<file path="config.mk">
export PLATFORM = sky130hd
export DESIGN_NAME = param_bit_counter_flat
export DESIGN_NICKNAME = d
export VERILOG_FILES = /design/src/rtl/param_bit_counter_if.sv /design/src/rtl/param_bit_counter.sv /design/src/flat_wrapper.sv
export SDC_FILE = /design/constraint.sdc
export NUM_CORES = 1
export LEC_CHECK = 0
export BUFFER_PORTS_ARGS = -buffer_cell sky130_fd_sc_hd__buf_4
export CORE_MARGIN = 2
export CORE_UTILIZATION = 50
export CTS_CLUSTER_DIAMETER = 40
export DETAILED_ROUTE_END_ITERATION = 8
export PLACE_DENSITY = 0.86
export SYNTH_ARGS = -nofsm -noshare
export SYNTH_HDL_FRONTEND = slang
export SYNTH_SLANG_ARGS = --single-unit
</file>
<file path="constraint.sdc">
create_clock -name clk -period 2.04 [get_ports clk]
set_clock_uncertainty 0.05 [all_clocks]
set_input_delay 0.102 -clock clk [delete_from_list [all_inputs] [get_ports clk]]
set_output_delay 0.102 -clock clk [all_outputs]
set_load 0.1 [all_outputs]
</file>
<file path="src/rtl/param_bit_counter_if.sv">
// Bus interface for param_bit_counter: control strobes, load value and the
// counter's status outputs. clk and reset are kept as plain module ports.
// Optional macro PARAM_BIT_COUNTER_SNAPSHOT_EN adds snap/snapshot.
interface param_bit_counter_if #(
  parameter int WIDTH = 8
);
  logic             clear;
  logic             inc;
  logic             dec;
  logic             load;
  logic [WIDTH-1:0] loadValue;
  logic [WIDTH-1:0] count;
  logic             atMax;
  logic             atZero;
  logic             wrapPulse;
  logic             overflow;
  logic             underflow;
`ifdef PARAM_BIT_COUNTER_SNAPSHOT_EN
  logic             snap;
  logic [WIDTH-1:0] snapshot;

  modport master (
    output clear, inc, dec, load, loadValue, snap,
    input  count, atMax, atZero, wrapPulse, overflow, underflow, snapshot
  );

  modport slave (
    input  clear, inc, dec, load, loadValue, snap,
    output count, atMax, atZero, wrapPulse, overflow, underflow, snapshot
  );
`else
  modport master (
    output clear, inc, dec, load, loadValue,
    input  count, atMax, atZero, wrapPulse, overflow, underflow
  );

  modport slave (
    input  clear, inc, dec, load, loadValue,
    output count, atMax, atZero, wrapPulse, overflow, underflow
  );
`endif
endinterface

</file>
<file path="src/rtl/param_bit_counter.sv">
// param_bit_counter: parametrised up/down event counter with modulus
// MAX_COUNT+1, shared input prescaler, parallel load, wrap-or-saturate
// terminal handling, one-cycle wrap pulse and sticky overflow/underflow.
// Optional macro PARAM_BIT_COUNTER_SNAPSHOT_EN adds a snap strobe that
// captures the pre-update count into a snapshot register.
module param_bit_counter #(
  parameter int          WIDTH     = 8,
  parameter int unsigned MAX_COUNT = 255,
  parameter int          PRESCALE  = 1,
  parameter bit          SATURATE  = 1'b0
) (
  input logic            clk,
  input logic            reset,
  param_bit_counter_if.slave bus
);

  // Prescaler needs at least one bit even when it never advances.
  localparam int               PW       = (PRESCALE > 1) ? $clog2(PRESCALE) : 1;
  localparam logic [WIDTH-1:0] MAXV     = WIDTH'(MAX_COUNT);
  localparam logic [PW-1:0]    PRE_LAST = PW'(PRESCALE - 1);

  if ((WIDTH < 2) || (WIDTH > 32)) begin : gBadWidth
    $error("param_bit_counter: WIDTH must be 2..32");
  end
  if ((MAX_COUNT < 1) ||
      (longint'(MAX_COUNT) > ((longint'(1) << WIDTH) - 1))) begin : gBadMax
    $error("param_bit_counter: MAX_COUNT must be 1..2^WIDTH-1");
  end
  if ((PRESCALE < 1) || (PRESCALE > 256)) begin : gBadPrescale
    $error("param_bit_counter: PRESCALE must be 1..256");
  end

  // Result of one count step: new value, whether it wrapped, and whether a
  // terminal was hit (drives the sticky flags in both modes).
  typedef struct packed {
    logic [WIDTH-1:0] value;
    logic             wrap;
    logic             hitLimit;
  } stepT;

  logic [WIDTH-1:0] countReg;
  logic [WIDTH-1:0] countNext;
  logic [PW-1:0]    preReg;
  logic [PW-1:0]    preNext;
  logic             wrapReg;
  logic             wrapNext;
  logic             ovReg;
  logic             ovNext;
  logic             unReg;
  logic             unNext;
  logic             upEvt;
  logic             dnEvt;
  stepT             stepRes;

  // Loaded values above the modulus are clamped to the terminal count.
  function automatic logic [WIDTH-1:0] clampLoad(input logic [WIDTH-1:0] v);
    return (v > MAXV) ? MAXV : v;
  endfunction

  // Up step: at MAX_COUNT either wrap to 0 or hold, depending on SATURATE.
  function automatic stepT stepUp(input logic [WIDTH-1:0] cur);
    stepT r;
    r.value    = cur;
    r.wrap     = 1'b0;
    r.hitLimit = 1'b0;
    if (cur == MAXV) begin
      r.hitLimit = 1'b1;
      if (!SATURATE) begin
        r.value = '0;
        r.wrap  = 1'b1;
      end
    end else begin
      r.value = cur + WIDTH'(1);
    end
    return r;
  endfunction

  // Down step: at 0 either wrap to MAX_COUNT or hold, depending on SATURATE.
  function automatic stepT stepDown(input logic [WIDTH-1:0] cur);
    stepT r;
    r.value    = cur;
    r.wrap     = 1'b0;
    r.hitLimit = 1'b0;
    if (cur == '0) begin
      r.hitLimit = 1'b1;
      if (!SATURATE) begin
        r.value = MAXV;
        r.wrap  = 1'b1;
      end
    end else begin
      r.value = cur - WIDTH'(1);
    end
    return r;
  endfunction

  // Stage p0: event qualification; simultaneous inc and dec cancel out.
  assign upEvt = bus.inc & ~bus.dec;
  assign dnEvt = bus.dec & ~bus.inc;

  // Next-state selection with priority clear > load > prescaled step.
  always_comb begin
    countNext = countReg;
    preNext   = preReg;
    ovNext    = ovReg;
    unNext    = unReg;
    wrapNext  = 1'b0;
    stepRes   = '0;
    if (bus.clear) begin
      countNext = '0;
      preNext   = '0;
      ovNext    = 1'b0;
      unNext    = 1'b0;
    end else if (bus.load) begin
      countNext = clampLoad(bus.loadValue);
      preNext   = '0;
    end else if (upEvt || dnEvt) begin
      if (preReg == PRE_LAST) begin
        preNext   = '0;
        stepRes   = upEvt ? stepUp(countReg) : stepDown(countReg);
        countNext = stepRes.value;
        wrapNext  = stepRes.wrap;
        if (stepRes.hitLimit) begin
          if (upEvt) begin
            ovNext = 1'b1;
          end else begin
            unNext = 1'b1;
          end
        end
      end else begin
        preNext = preReg + PW'(1);
      end
    end
  end

  // Stage p1: state registers; reset clears all state including the partial prescale.
  always_ff @(posedge clk) begin
    if (!reset) begin
      countReg <= '0;
      preReg   <= '0;
      wrapReg  <= 1'b0;
      ovReg    <= 1'b0;
      unReg    <= 1'b0;
    end else begin
      countReg <= countNext;
      preReg   <= preNext;
      wrapReg  <= wrapNext;
      ovReg    <= ovNext;
      unReg    <= unNext;
    end
  end

`ifdef PARAM_BIT_COUNTER_SNAPSHOT_EN
  logic [WIDTH-1:0] snapReg;

  // Snapshot captures the count visible during the snap cycle; only reset clears it.
  always_ff @(posedge clk) begin
    if (!reset) begin
      snapReg <= '0;
    end else if (bus.snap) begin
      snapReg <= countReg;
    end
  end

  assign bus.snapshot = snapReg;
`endif

  assign bus.count     = countReg;
  assign bus.atMax     = (countReg == MAXV);
  assign bus.atZero    = (countReg == '0);
  assign bus.wrapPulse = wrapReg;
  assign bus.overflow  = ovReg;
  assign bus.underflow = unReg;

endmodule

</file>
<file path="src/flat_wrapper.sv">
// flat-port wrapper written by rule: the top's interface ports become plain ports
module param_bit_counter_flat 
#(
  parameter int          WIDTH     = 8,
  parameter int unsigned MAX_COUNT = 255,
  parameter int          PRESCALE  = 1,
  parameter bit          SATURATE  = 1'b0
)
  (clk, reset, bus_clear, bus_inc, bus_dec, bus_load, bus_loadValue, bus_count, bus_atMax, bus_atZero, bus_wrapPulse, bus_overflow, bus_underflow);
  param_bit_counter_if #(.WIDTH(WIDTH)) bus_i ();
  input logic clk;
  input logic reset;
  input wire logic [$bits(bus_i.clear)-1:0] bus_clear;
  input wire logic [$bits(bus_i.inc)-1:0] bus_inc;
  input wire logic [$bits(bus_i.dec)-1:0] bus_dec;
  input wire logic [$bits(bus_i.load)-1:0] bus_load;
  input wire logic [$bits(bus_i.loadValue)-1:0] bus_loadValue;
  output wire logic [$bits(bus_i.count)-1:0] bus_count;
  output wire logic [$bits(bus_i.atMax)-1:0] bus_atMax;
  output wire logic [$bits(bus_i.atZero)-1:0] bus_atZero;
  output wire logic [$bits(bus_i.wrapPulse)-1:0] bus_wrapPulse;
  output wire logic [$bits(bus_i.overflow)-1:0] bus_overflow;
  output wire logic [$bits(bus_i.underflow)-1:0] bus_underflow;
  assign bus_i.clear = bus_clear;
  assign bus_i.inc = bus_inc;
  assign bus_i.dec = bus_dec;
  assign bus_i.load = bus_load;
  assign bus_i.loadValue = bus_loadValue;
  assign bus_count = bus_i.count;
  assign bus_atMax = bus_i.atMax;
  assign bus_atZero = bus_i.atZero;
  assign bus_wrapPulse = bus_i.wrapPulse;
  assign bus_overflow = bus_i.overflow;
  assign bus_underflow = bus_i.underflow;
  param_bit_counter #(.WIDTH(WIDTH), .MAX_COUNT(MAX_COUNT), .PRESCALE(PRESCALE), .SATURATE(SATURATE)) u_core (.clk(clk), .reset(reset), .bus(bus_i));
endmodule
</file>
==> key figures, run 1 <==
Status
  – Status: completed

Placement
  – Number of I/O port buffers: 26
  – Hpwl dp: ~1.7 mm
  – Placed Cells: roughly 150
  – Placed Area: roughly 0.0011 sq mm
  – Setup Slack @ Placement: between 0.15 and 0.2 ns
  – Final GP Congestion: between 0.8 and 0.9

Yosys
  – Warnings, synthesis: 0
  – Async S/R FF share, synth: 0%
  – Synth unique cells: 43
  – Post-synth top flop: dfxtp_1
  – Post-Syn Instances: between 100 and 150
  – Post-Syn Area per Cell: 7.626 sq um
  – Post-synth EDFFs: 0
  – Mapped cell area: between 800 and 900 sq um
  – Syn nets: between 100 and 150
  – Sequential share of the synthesized area: about a quarter
  – Register bit total from synthesis: 11

STA
  – Final hold violation count: 0
  – Final max-slew violation count: 0
  – Tcrit/Tclk final: 95.82%
  – Max_slew headroom: 64.19%
  – Slew @ Worst Pin: 0.5330 ns
  – Post-route setup slack: roughly 0.085 ns
  – RSZ-0062 raised after global routing: false
  – F_max: approximately 510 MHz
  – Post-layout min period: 1.955 ns
  – Final setup viols: 0
  – Setup tns final: 0 ns

Final layout
  – Most common cell after layout, fill and taps aside: buf_4
  – Most frequent cells in the layout: buf_4 (27), nor2_1 (10), a21oi_1 (8)
  – Ant diodes: 0
  – Area of the multi-input gates: approximately 630 sq um
  – Area Growth Syn to Fin: 28.85%
  – Register area: between 200 and 250 sq um
  – Nets: about 160
  – Layout cells sized above 1: around a third
  – Cell area after layout: between 0.001 and 0.0015 sq mm
  – Filler Cell Count: between 100 and 150
  – Fin cells: between 150 and 200

Power
  – Sw power: roughly 0.00031 W
  – Cell Int Power: 0.0004028 W
  – Sequential Power Share: 35.4%
  – Power Dens Cells: between 600 and 700 mW/mm^2
  – Logic pwr share: ~42%
  – VDD IR max: around 0.00036 V
  – Static leakage: 0.4283 nW
  – Sw Ratio: 43.37%
  – Clock Power Share: between 20% and 30%
  – Total power draw: just over 0.0007 W

Clocking
  – Clk buf depth: 2
  – Clock tree root driver cell: clkbuf_4
  – Reg clk slew, reported paths: 0.07 ns
  – Worst-Skew Late Latency: 0.28 ns
  – CTS Hold Buffers Added: 0
  – Post-CTS Setup Bufs: 0
  – Num CTS Buffers: 3
  – Clock Sinks: 11
  – Resize count post-CTS: 0
  – CTS tree: yes
  – Htree depth: 1

Floorplan
  – Die Ht: around 46 microns
  – Full die area: approximately 0.0021 sq mm
  – Initial core utilization: a little over half
  – Die X: 46.06 microns
  – IO Pins: 27
  – Core Box Area: approximately 0.0017 sq mm
  – Row count: 15

Route
  – TritonRoute pass-1 iters: 4
  – Routed len/inst: approximately 15 microns
  – Total Wirelength: between 2 and 2.5 mm
  – Vias: approximately 990
  – DRC: 0
  – DR iter-0 viols: 30
  – Vias per cell: roughly 6.3
  – Antenna viol nets, final: 0

GRT
  – Total Routing Usage GR: 26.23%
  – Largest net degree at the start of global routing: 15
  – M1 GR Usage: around a third
  – Initial antenna violation count: 0
  – First-pass GRT wire length: 3.953 mm
  – GR Util met2: 38.33%
  – Grt total ovfl: 0
  – Met3 Track Usage GR: 5.882%
  – Vias in the first global route: about 900
  – GRT busiest layer: met2

Worst setup path
  – CP required: 1.89 ns
  – Worst setup EP type: output port
  – CP Cell Sequence: ha_1 -> nand2_1 -> or2_2 -> nor2_4 -> buf_4
  – Critical path class: flop to output port
  – Biggest cell delay along the critical path: between 0.4 and 0.5 ns
  – CP Max Fanout: 12
  – Crit-path slowest cell: dfxtp_4
  – Worst EP arrival: 1.80 ns
  – Worst Setup Start Kind: flop

Worst hold path
  – Worst hold-check path type: input pin to flop

Flow run
  – Max cap viols: 0
state kept, by name (all words and copies together) (netlist names):
signal / cells
u_core.bus.count: 8
u_core.bus.overflow: 1
u_core.bus.underflow: 1
u_core.bus.wrapPulse: 1
stage by stage:
| stage | hold WS [ns] | utilization, % |
|---|---|---|
| CTS | 0.04363 | 67.48 |
| global placement | 0.3359 | 65.93 |
| detailed placement | 0.3346 | 65.93 |
| finish | 0.03915 | 67.48 |
| global route | 0.03889 | 67.48 |
| floorplan | 0.2122 | - |
worst max-delay path: cells and delay by family, from the launching register on:
| kind | cells | cell delay, ns |
|---|---|---|
| fa+ha+maj | 1 | 0.26 |
| buf+inv | 1 | 0.29 |
| flops | 1 | 0.42 |
| simple gates | 3 | 0.56 |
cells in the mapped netlist (2+ instances only):
library cell   n  area share, %
o21ai_0        6            3.4
ha_1           3            4.2
nor2_1        11            4.7
nand2b_1       3            2.1
o31ai_1        3            2.5
buf_2          5            2.8
nand2_1        7            3.0
o2111ai_1      2            2.0
inv_1          5            2.1
nand3_1        5            2.8
nor2b_1        3            2.1
or3_1          2            1.4
a31oi_1        4            2.8
xnor2_1        2            2.0
dfxtp_1       11             25
nor3b_1        2            1.7
nor3_1         6            3.4
o21a_1         2            1.7
a21oi_1        8            4.5
a211oi_1       2            1.7
buf_6          2            2.5
layer usage:
layer,up-vias,wire length [microns]
li1,480,-
met5,-,0
met2,36,1105
met1,465,997
met4,0,65
met3,7,162
power groups by stage:
stage / logic, W / clock network (W) / registers (W)
final: 0.000300 / 0.000160 / 0.000252
after detailed placement: 0.000297 / 0 / 0.000256
after global routing: 0.000320 / 0.000174 / 0.000256
after global placement: 0.000293 / 0 / 0.000255
after floorplan: 0.000177 / 0 / 0.000315
after CTS: 0.000299 / 0.000161 / 0.000251
cell families after synthesis:
logic type | synth area share, %
AOI/OAI and AO/OA | 29.56
xor gates and xnor gates | 2.971
adders and majority gates | 4.244
buffers and inverters | 7.920
DFF | 24.89
muxes | 1.132
and+or+nand+nor | 29.28
path summary, 6_finish.rpt:
kind                                     startpoint                   to  slack [ns]  cells after the start
worst max-delay path            u_core.bus.count[0]            bus_atMax        0.09                      5
worst min-delay path               bus_loadValue[2]  u_core.bus.count[2]        0.04                      3
worst max register to register  u_core.bus.count[1]  u_core.bus.count[4]        0.33                      6
worst min register to register  u_core.bus.overflow  u_core.bus.overflow        0.43                      1
area by class of cell:
| class | count | share of cell area (%) |
|---|---|---|
| Multi-Input combinational cell | 92 | 55.10 |
| Inverter | 5 | 1.647 |
| Sequential cell | 11 | 21.30 |
| Clock buffer | 4 | 2.305 |
| Tap cell | 17 | 1.866 |
| Timing Repair Buffer | 27 | 17.78 |
Power figures use the tool's default switching activity.
==> run 2: changes to the inputs <==
SETUP_SLACK_MARGIN = 0.3   (was unset)
==> key figures, run 2 (synthesized netlist as in run 1, its figures left out) <==
Final layout
  – Layout cells sized above 1: 38.30% (+4.5 points)
  – Register area: 245.2 sq um (+1.0%)
  – Max reg flops: 8 (unchanged)
  – Area of the multi-input gates: 648.1 sq um (+3.2%)
  – Ant diodes: 0 (unchanged)
  – Most frequent cells in the layout: buf_4 (27), nor2_1 (10), a21oi_1 (8)
  – Filler Cell Count: 135 (-2.2%)
  – Fin cells: 158 (+1.3%)
  – Nets: 159 (+1.3%)
  – Most common cell after layout, fill and taps aside: buf_4
  – Area Growth Syn to Fin: 35.36%

Floorplan
  – Initial core utilization: 52.37% (unchanged)
  – Die Ht: 46.06 microns (unchanged)
  – Core Box Area: 0.001689 sq mm (unchanged)
  – Die X: 46.06 microns (unchanged)
  – Full die area: 0.002122 sq mm (unchanged)
  – Row count: 15 (unchanged)
  – IO Pins: 27 (unchanged)

Placement
  – Placed Cells: 152 (unchanged)
  – Hpwl dp: 1.679 mm (-1.4%)
  – Number of I/O port buffers: 26 (unchanged)
  – Final GP Congestion: 0.8622 (-0.69%)

Route
  – DR iter-0 viols: 40 (+33%)
  – Antenna viol nets, final: 0 (unchanged)
  – Total Wirelength: 2.427 mm (+4.2%)
  – Routed len/inst: 15.36 microns (+2.8%)
  – DRC: 0 (unchanged)
  – Vias: 1036 (+4.9%)
  – Vias per cell: 6.557 (+3.5%)
  – TritonRoute pass-1 iters: 5 (+1)

Clocking
  – Clock tree root driver cell: clkbuf_4
  – Reg clk slew, reported paths: 0.08 ns (about the same)
  – Clock Sinks: 11 (unchanged)
  – Htree depth: 1 (unchanged)
  – Clk buf depth: 2 (unchanged)
  – Num CTS Buffers: 3 (unchanged)
  – CTS tree: yes
  – Worst-Skew Late Latency: 0.28 ns (about the same)

Worst hold path
  – Worst Hold Depth: 3 (unchanged)
  – Min-delay src: bus_loadValue[2]
  – Worst hold-check path type: input pin to flop
  – Hold worst-path end: u_core.bus.count[2]

Worst setup path
  – CP required: 1.89 ns (about the same)
  – Worst flop-to-flop path startpoint: u_core.bus.count[2]
  – Worst setup EP type: output port
  – Reg-to-reg slack, setup: 0.41 ns (+0.08 ns)
  – Crit-path slowest cell: or3_4
  – CP Cell Sequence: or3_4 -> nor4_4 -> buf_6
  – R2r worst-path depth: 4 (-2)
  – Crit Reg-Reg Endpoint: u_core.bus.count[7]
  – Worst Setup Start Kind: flop
  – Biggest cell delay along the critical path: 0.43 ns (about the same)
  – Critical path class: flop to output port
  – CP Max Fanout: 12 (unchanged)
  – Worst EP arrival: 1.61 ns (-0.19 ns)

STA
  – RSZ-0062 raised after global routing: true
  – Tcrit/Tclk final: 86.35% (-9.5 points)
  – F_max: 567.7 MHz (+11%)
  – Final hold violation count: 0 (unchanged)
  – Slew @ Worst Pin: 0.4979 ns (-0.03509 ns)
  – Final max-slew violation count: 0 (unchanged)
  – Max_slew headroom: 66.81% (+2.6 points)
  – Setup tns final: 0 ns (unchanged)
  – Final setup viols: 0 (unchanged)
  – Post-layout min period: 1.762 ns (-0.1931 ns)

GRT
  – Largest net degree at the start of global routing: 15 (unchanged)
  – Total Routing Usage GR: 26.67% (+0.44 points)
  – Initial antenna violation count: 0 (unchanged)
  – First-pass GRT wire length: 4.015 mm (+1.6%)
  – Grt total ovfl: 0 (unchanged)
  – Vias in the first global route: 956 (+6.0%)

Status
  – Status: completed

Power
  – Total power draw: 0.0007234 W (+1.7%)
  – Static leakage: 0.4457 nW (+4.1%)
  – VDD IR max: 0.0004076 V (+12%)
  – Power Dens Cells: 604.1 mW/mm^2 (-3.2%)

Flow run
  – Max cap viols: 0 (unchanged)
## run 2: how the worst max path moves through the flow
stage                        start                   to  slack (ns)  cells after the start
2_1_floorplan  u_core.bus.count[2]  u_core.bus.count[3]       -0.42                      5
3_3_place_gp               bus_dec  u_core.bus.count[5]        0.28                      7
6_report       u_core.bus.count[2]           bus_atZero        0.28                      3
5_1_grt        u_core.bus.count[2]           bus_atZero        0.24                      3
3_5_place_dp               bus_dec  u_core.bus.count[5]        0.20                      7
4_1_cts        u_core.bus.count[2]           bus_atZero        0.30                      3
## run 2: where the power goes
part | leakage, nW | switching, W | internal (W) | total, W
Sequential | 0.0949 | 0.0000253 | 0.000223 | 0.000249
Combinational | 0.333 | 0.000204 | 0.000109 | 0.000312
Clock | 0.0177 | 0.0000897 | 0.0000729 | 0.000163
## run 2: per-layer routing
layer | routed length, microns | vias up | GRT usage [%]
met4 | 64 | 0 | 18.29
met3 | 191 | 8 | 4.314
met5 | 0 | - | 0
met1 | 967 | 489 | 32.38
met2 | 1203 | 54 | 42.50
li1 | - | 485 | -
## run 2: layout make-up
type / instances / area share [%]
well taps: 17 / 1.776
repair buffers: 29 / 19.54
inverters: 5 / 1.776
flip-flops and latches: 11 / 20.48
multi-input cells: 92 / 54.13
clock buffers: 3 / 1.881
clock inverters: 1 / 0.4180
## run 2: repair_timing
item | CTS | global route
resized for setup | 7 | 1
buffers inserted | 2 | 0
hold buffers | 0 | 0
endpoints found under the setup margin | 2 | 3
## run 2: per-stage QoR
step / setup WS, ns / hold slack, ns / utilization, % / cell area [sq um]
final: 0.2784 / 0.04092 / 70.89 / 1197
after global routing: 0.2400 / 0.04292 / 70.89 / 1197
after CTS: 0.2994 / 0.04361 / 70.74 / 1195
after detailed placement: 0.2042 / 0.3416 / 66.22 / 1119
after global placement: 0.2766 / 0.3361 / 66.22 / 1119
after floorplan: -0.4201 / 0.2122 / - / 960.9
## run 2: worst max-delay path: cells and delay by family, from the launching register on
kind | cells | cell delay (ns)
buf+inv | 1 | 0.28
simple gates | 2 | 0.66
flops | 1 | 0.39
==> run 3: changes to the inputs <==
BUFFER_PORTS_ARGS = -buffer_cell sky130_fd_sc_hd__buf_2   (was -buffer_cell sky130_fd_sc_hd__buf_4)
==> key figures, run 3 (synthesized netlist as in run 1, its figures left out) <==
Floorplan
  – IO Pins: 27 (unchanged)
  – Core Box Area: 0.001689 sq mm (unchanged)
  – Die X: 46.06 microns (unchanged)
  – Row count: 15 (unchanged)
  – Initial core utilization: 52.37% (unchanged)
  – Die Ht: 46.06 microns (unchanged)
  – Full die area: 0.002122 sq mm (unchanged)

Clocking
  – CTS tree: yes
  – Htree depth: 1 (unchanged)
  – Clock tree root driver cell: clkbuf_4
  – Clock Sinks: 11 (unchanged)
  – Reg clk slew, reported paths: 0.08 ns (about the same)
  – Num CTS Buffers: 3 (unchanged)
  – Clk buf depth: 2 (unchanged)
  – Worst-Skew Late Latency: 0.28 ns (about the same)

Placement
  – Hpwl dp: 1.673 mm (-0.39%)
  – Setup Slack @ Placement: 0.2655 ns (+0.06134 ns)
  – Number of I/O port buffers: 26 (unchanged)
  – Final GP Congestion: 0.8846 (+2.6%)

STA
  – Slew @ Worst Pin: 0.5200 ns (+0.02215 ns)
  – Final max-slew violation count: 0 (unchanged)
  – Post-layout min period: 1.733 ns (-0.02847 ns)
  – Hold_ws: 0.02938 ns (-0.01155 ns)
  – Final hold violation count: 0 (unchanged)
  – Post-route setup slack: 0.3069 ns (+0.02848 ns)
  – Max_slew headroom: 65.06% (-1.7 points)
  – F_max: 577.0 MHz (+1.6%)
  – RSZ-0062 raised after global routing: true
  – Final setup viols: 0 (unchanged)
  – Setup tns final: 0 ns (unchanged)
  – Tcrit/Tclk final: 84.96% (-1.4 points)

Route
  – Antenna viol nets, final: 0 (unchanged)
  – Vias: 1032 (-0.39%)
  – DR iter-0 viols: 41 (+2.5%)
  – Routed len/inst: 15.54 microns (+1.2%)
  – Total Wirelength: 2.471 mm (+1.8%)
  – TritonRoute pass-1 iters: 4 (-1)
  – DRC: 0 (unchanged)
  – Vias per cell: 6.491 (-1.0%)

Worst setup path
  – CP Max Fanout: 12 (unchanged)
  – CP required: 1.89 ns (about the same)
  – Worst Setup Start Kind: flop
  – Worst EP arrival: 1.58 ns (-0.03 ns)
  – Critical path class: flop to output port
  – Worst setup EP type: output port

Final layout
  – Area Growth Syn to Fin: 29.42%
  – Layout cells sized above 1: 38.73% (+0.43 points)
  – Most frequent cells in the layout: buf_2 (24), nor2_1 (10), a21oi_1 (8)
  – Nets: 160 (+0.63%)
  – Ant diodes: 0 (unchanged)
  – Max reg flops: 8 (unchanged)
  – Filler Cell Count: 143 (+5.9%)
  – Most common cell after layout, fill and taps aside: buf_2
  – Area of the multi-input gates: 648.1 sq um (unchanged)
  – Register area: 245.2 sq um (unchanged)

GRT
  – Total Routing Usage GR: 25.20% (-1.5 points)
  – Grt total ovfl: 0 (unchanged)
  – Vias in the first global route: 855 (-11%)
  – Initial antenna violation count: 0 (unchanged)
  – First-pass GRT wire length: 3.788 mm (-5.7%)
  – Largest net degree at the start of global routing: 15 (unchanged)

Status
  – Status: completed

Power
  – VDD IR max: 0.0004270 V (+4.8%)
  – Power Dens Cells: 621.9 mW/mm^2 (+2.9%)
  – Static leakage: 0.4393 nW (-1.4%)

Worst hold path
  – Worst hold-check path type: input pin to flop

Flow run
  – Max cap viols: 0 (unchanged)
run 3: cell count changes in the layout (fill, tap and decap cells not counted), sizes merged:
cell	previous run	this run
buf	29	30
run 3: repair_timing:
| item | CTS | global route |
|---|---|---|
| setup buffers | 3 | 0 |
| hold buffers | 0 | 0 |
| pin swaps | 0 | 0 |
| resized for setup | 7 | 3 |
| endpoints found under the setup margin | 2 | 2 |
run 3: final cells by class:
class                      instances  share of cell area (%)
clock buffer                       3                   1.967
inverter                           5                   1.858
sequential                        11                   21.42
timing repair buffer              30                   15.85
tap                               17                   1.858
clock inverter                     1                  0.4372
multi-input combinational         92                   56.61
run 3: report_power, final:
part	internal, W	switching [W]
sequential	0.000223	0.0000256
clock	0.0000729	0.0000904
combinational	0.0000973	0.000203
total	0.000393	0.000319
run 3: path summary, 6_finish.rpt:
kind,startpoint,depth (start not counted),end,slack (ns)
worst max-delay path,u_core.bus.count[2],3,bus_atZero,0.31
worst min register to register,u_core.bus.overflow,1,u_core.bus.overflow,0.43
worst max register to register,u_core.bus.count[2],4,u_core.bus.count[7],0.41
worst min-delay path,bus_loadValue[2],3,u_core.bus.count[2],0.03
run 3: critical path: stages (launching register included):
cell and delay (ns):
dfxtp_4 0.39, or3_4 0.43, nor4_4 0.21, buf_6 0.27
run 3: metrics by stage:
stage                     instance area (sq um)  utilization, %  power [W]  instances
after global routing                       1145           67.78  0.0007493        159
after CTS                                  1127           66.74  0.0007106        159
after floorplan                           960.9               -  0.0004931        116
final                                      1145           67.78  0.0007120        159
after detailed placement                   1054           62.37  0.0005364        152
after global placement                     1054           62.37  0.0005308        152
run 3: metal layers:
layer  share of wire, %  track usage, %  wire length, microns
met1                 40           30.17                   990
met3                8.8           4.706                   217
met2                 49           43.06                  1207
met5                  0               0                     0
met4                2.3           11.43                    57
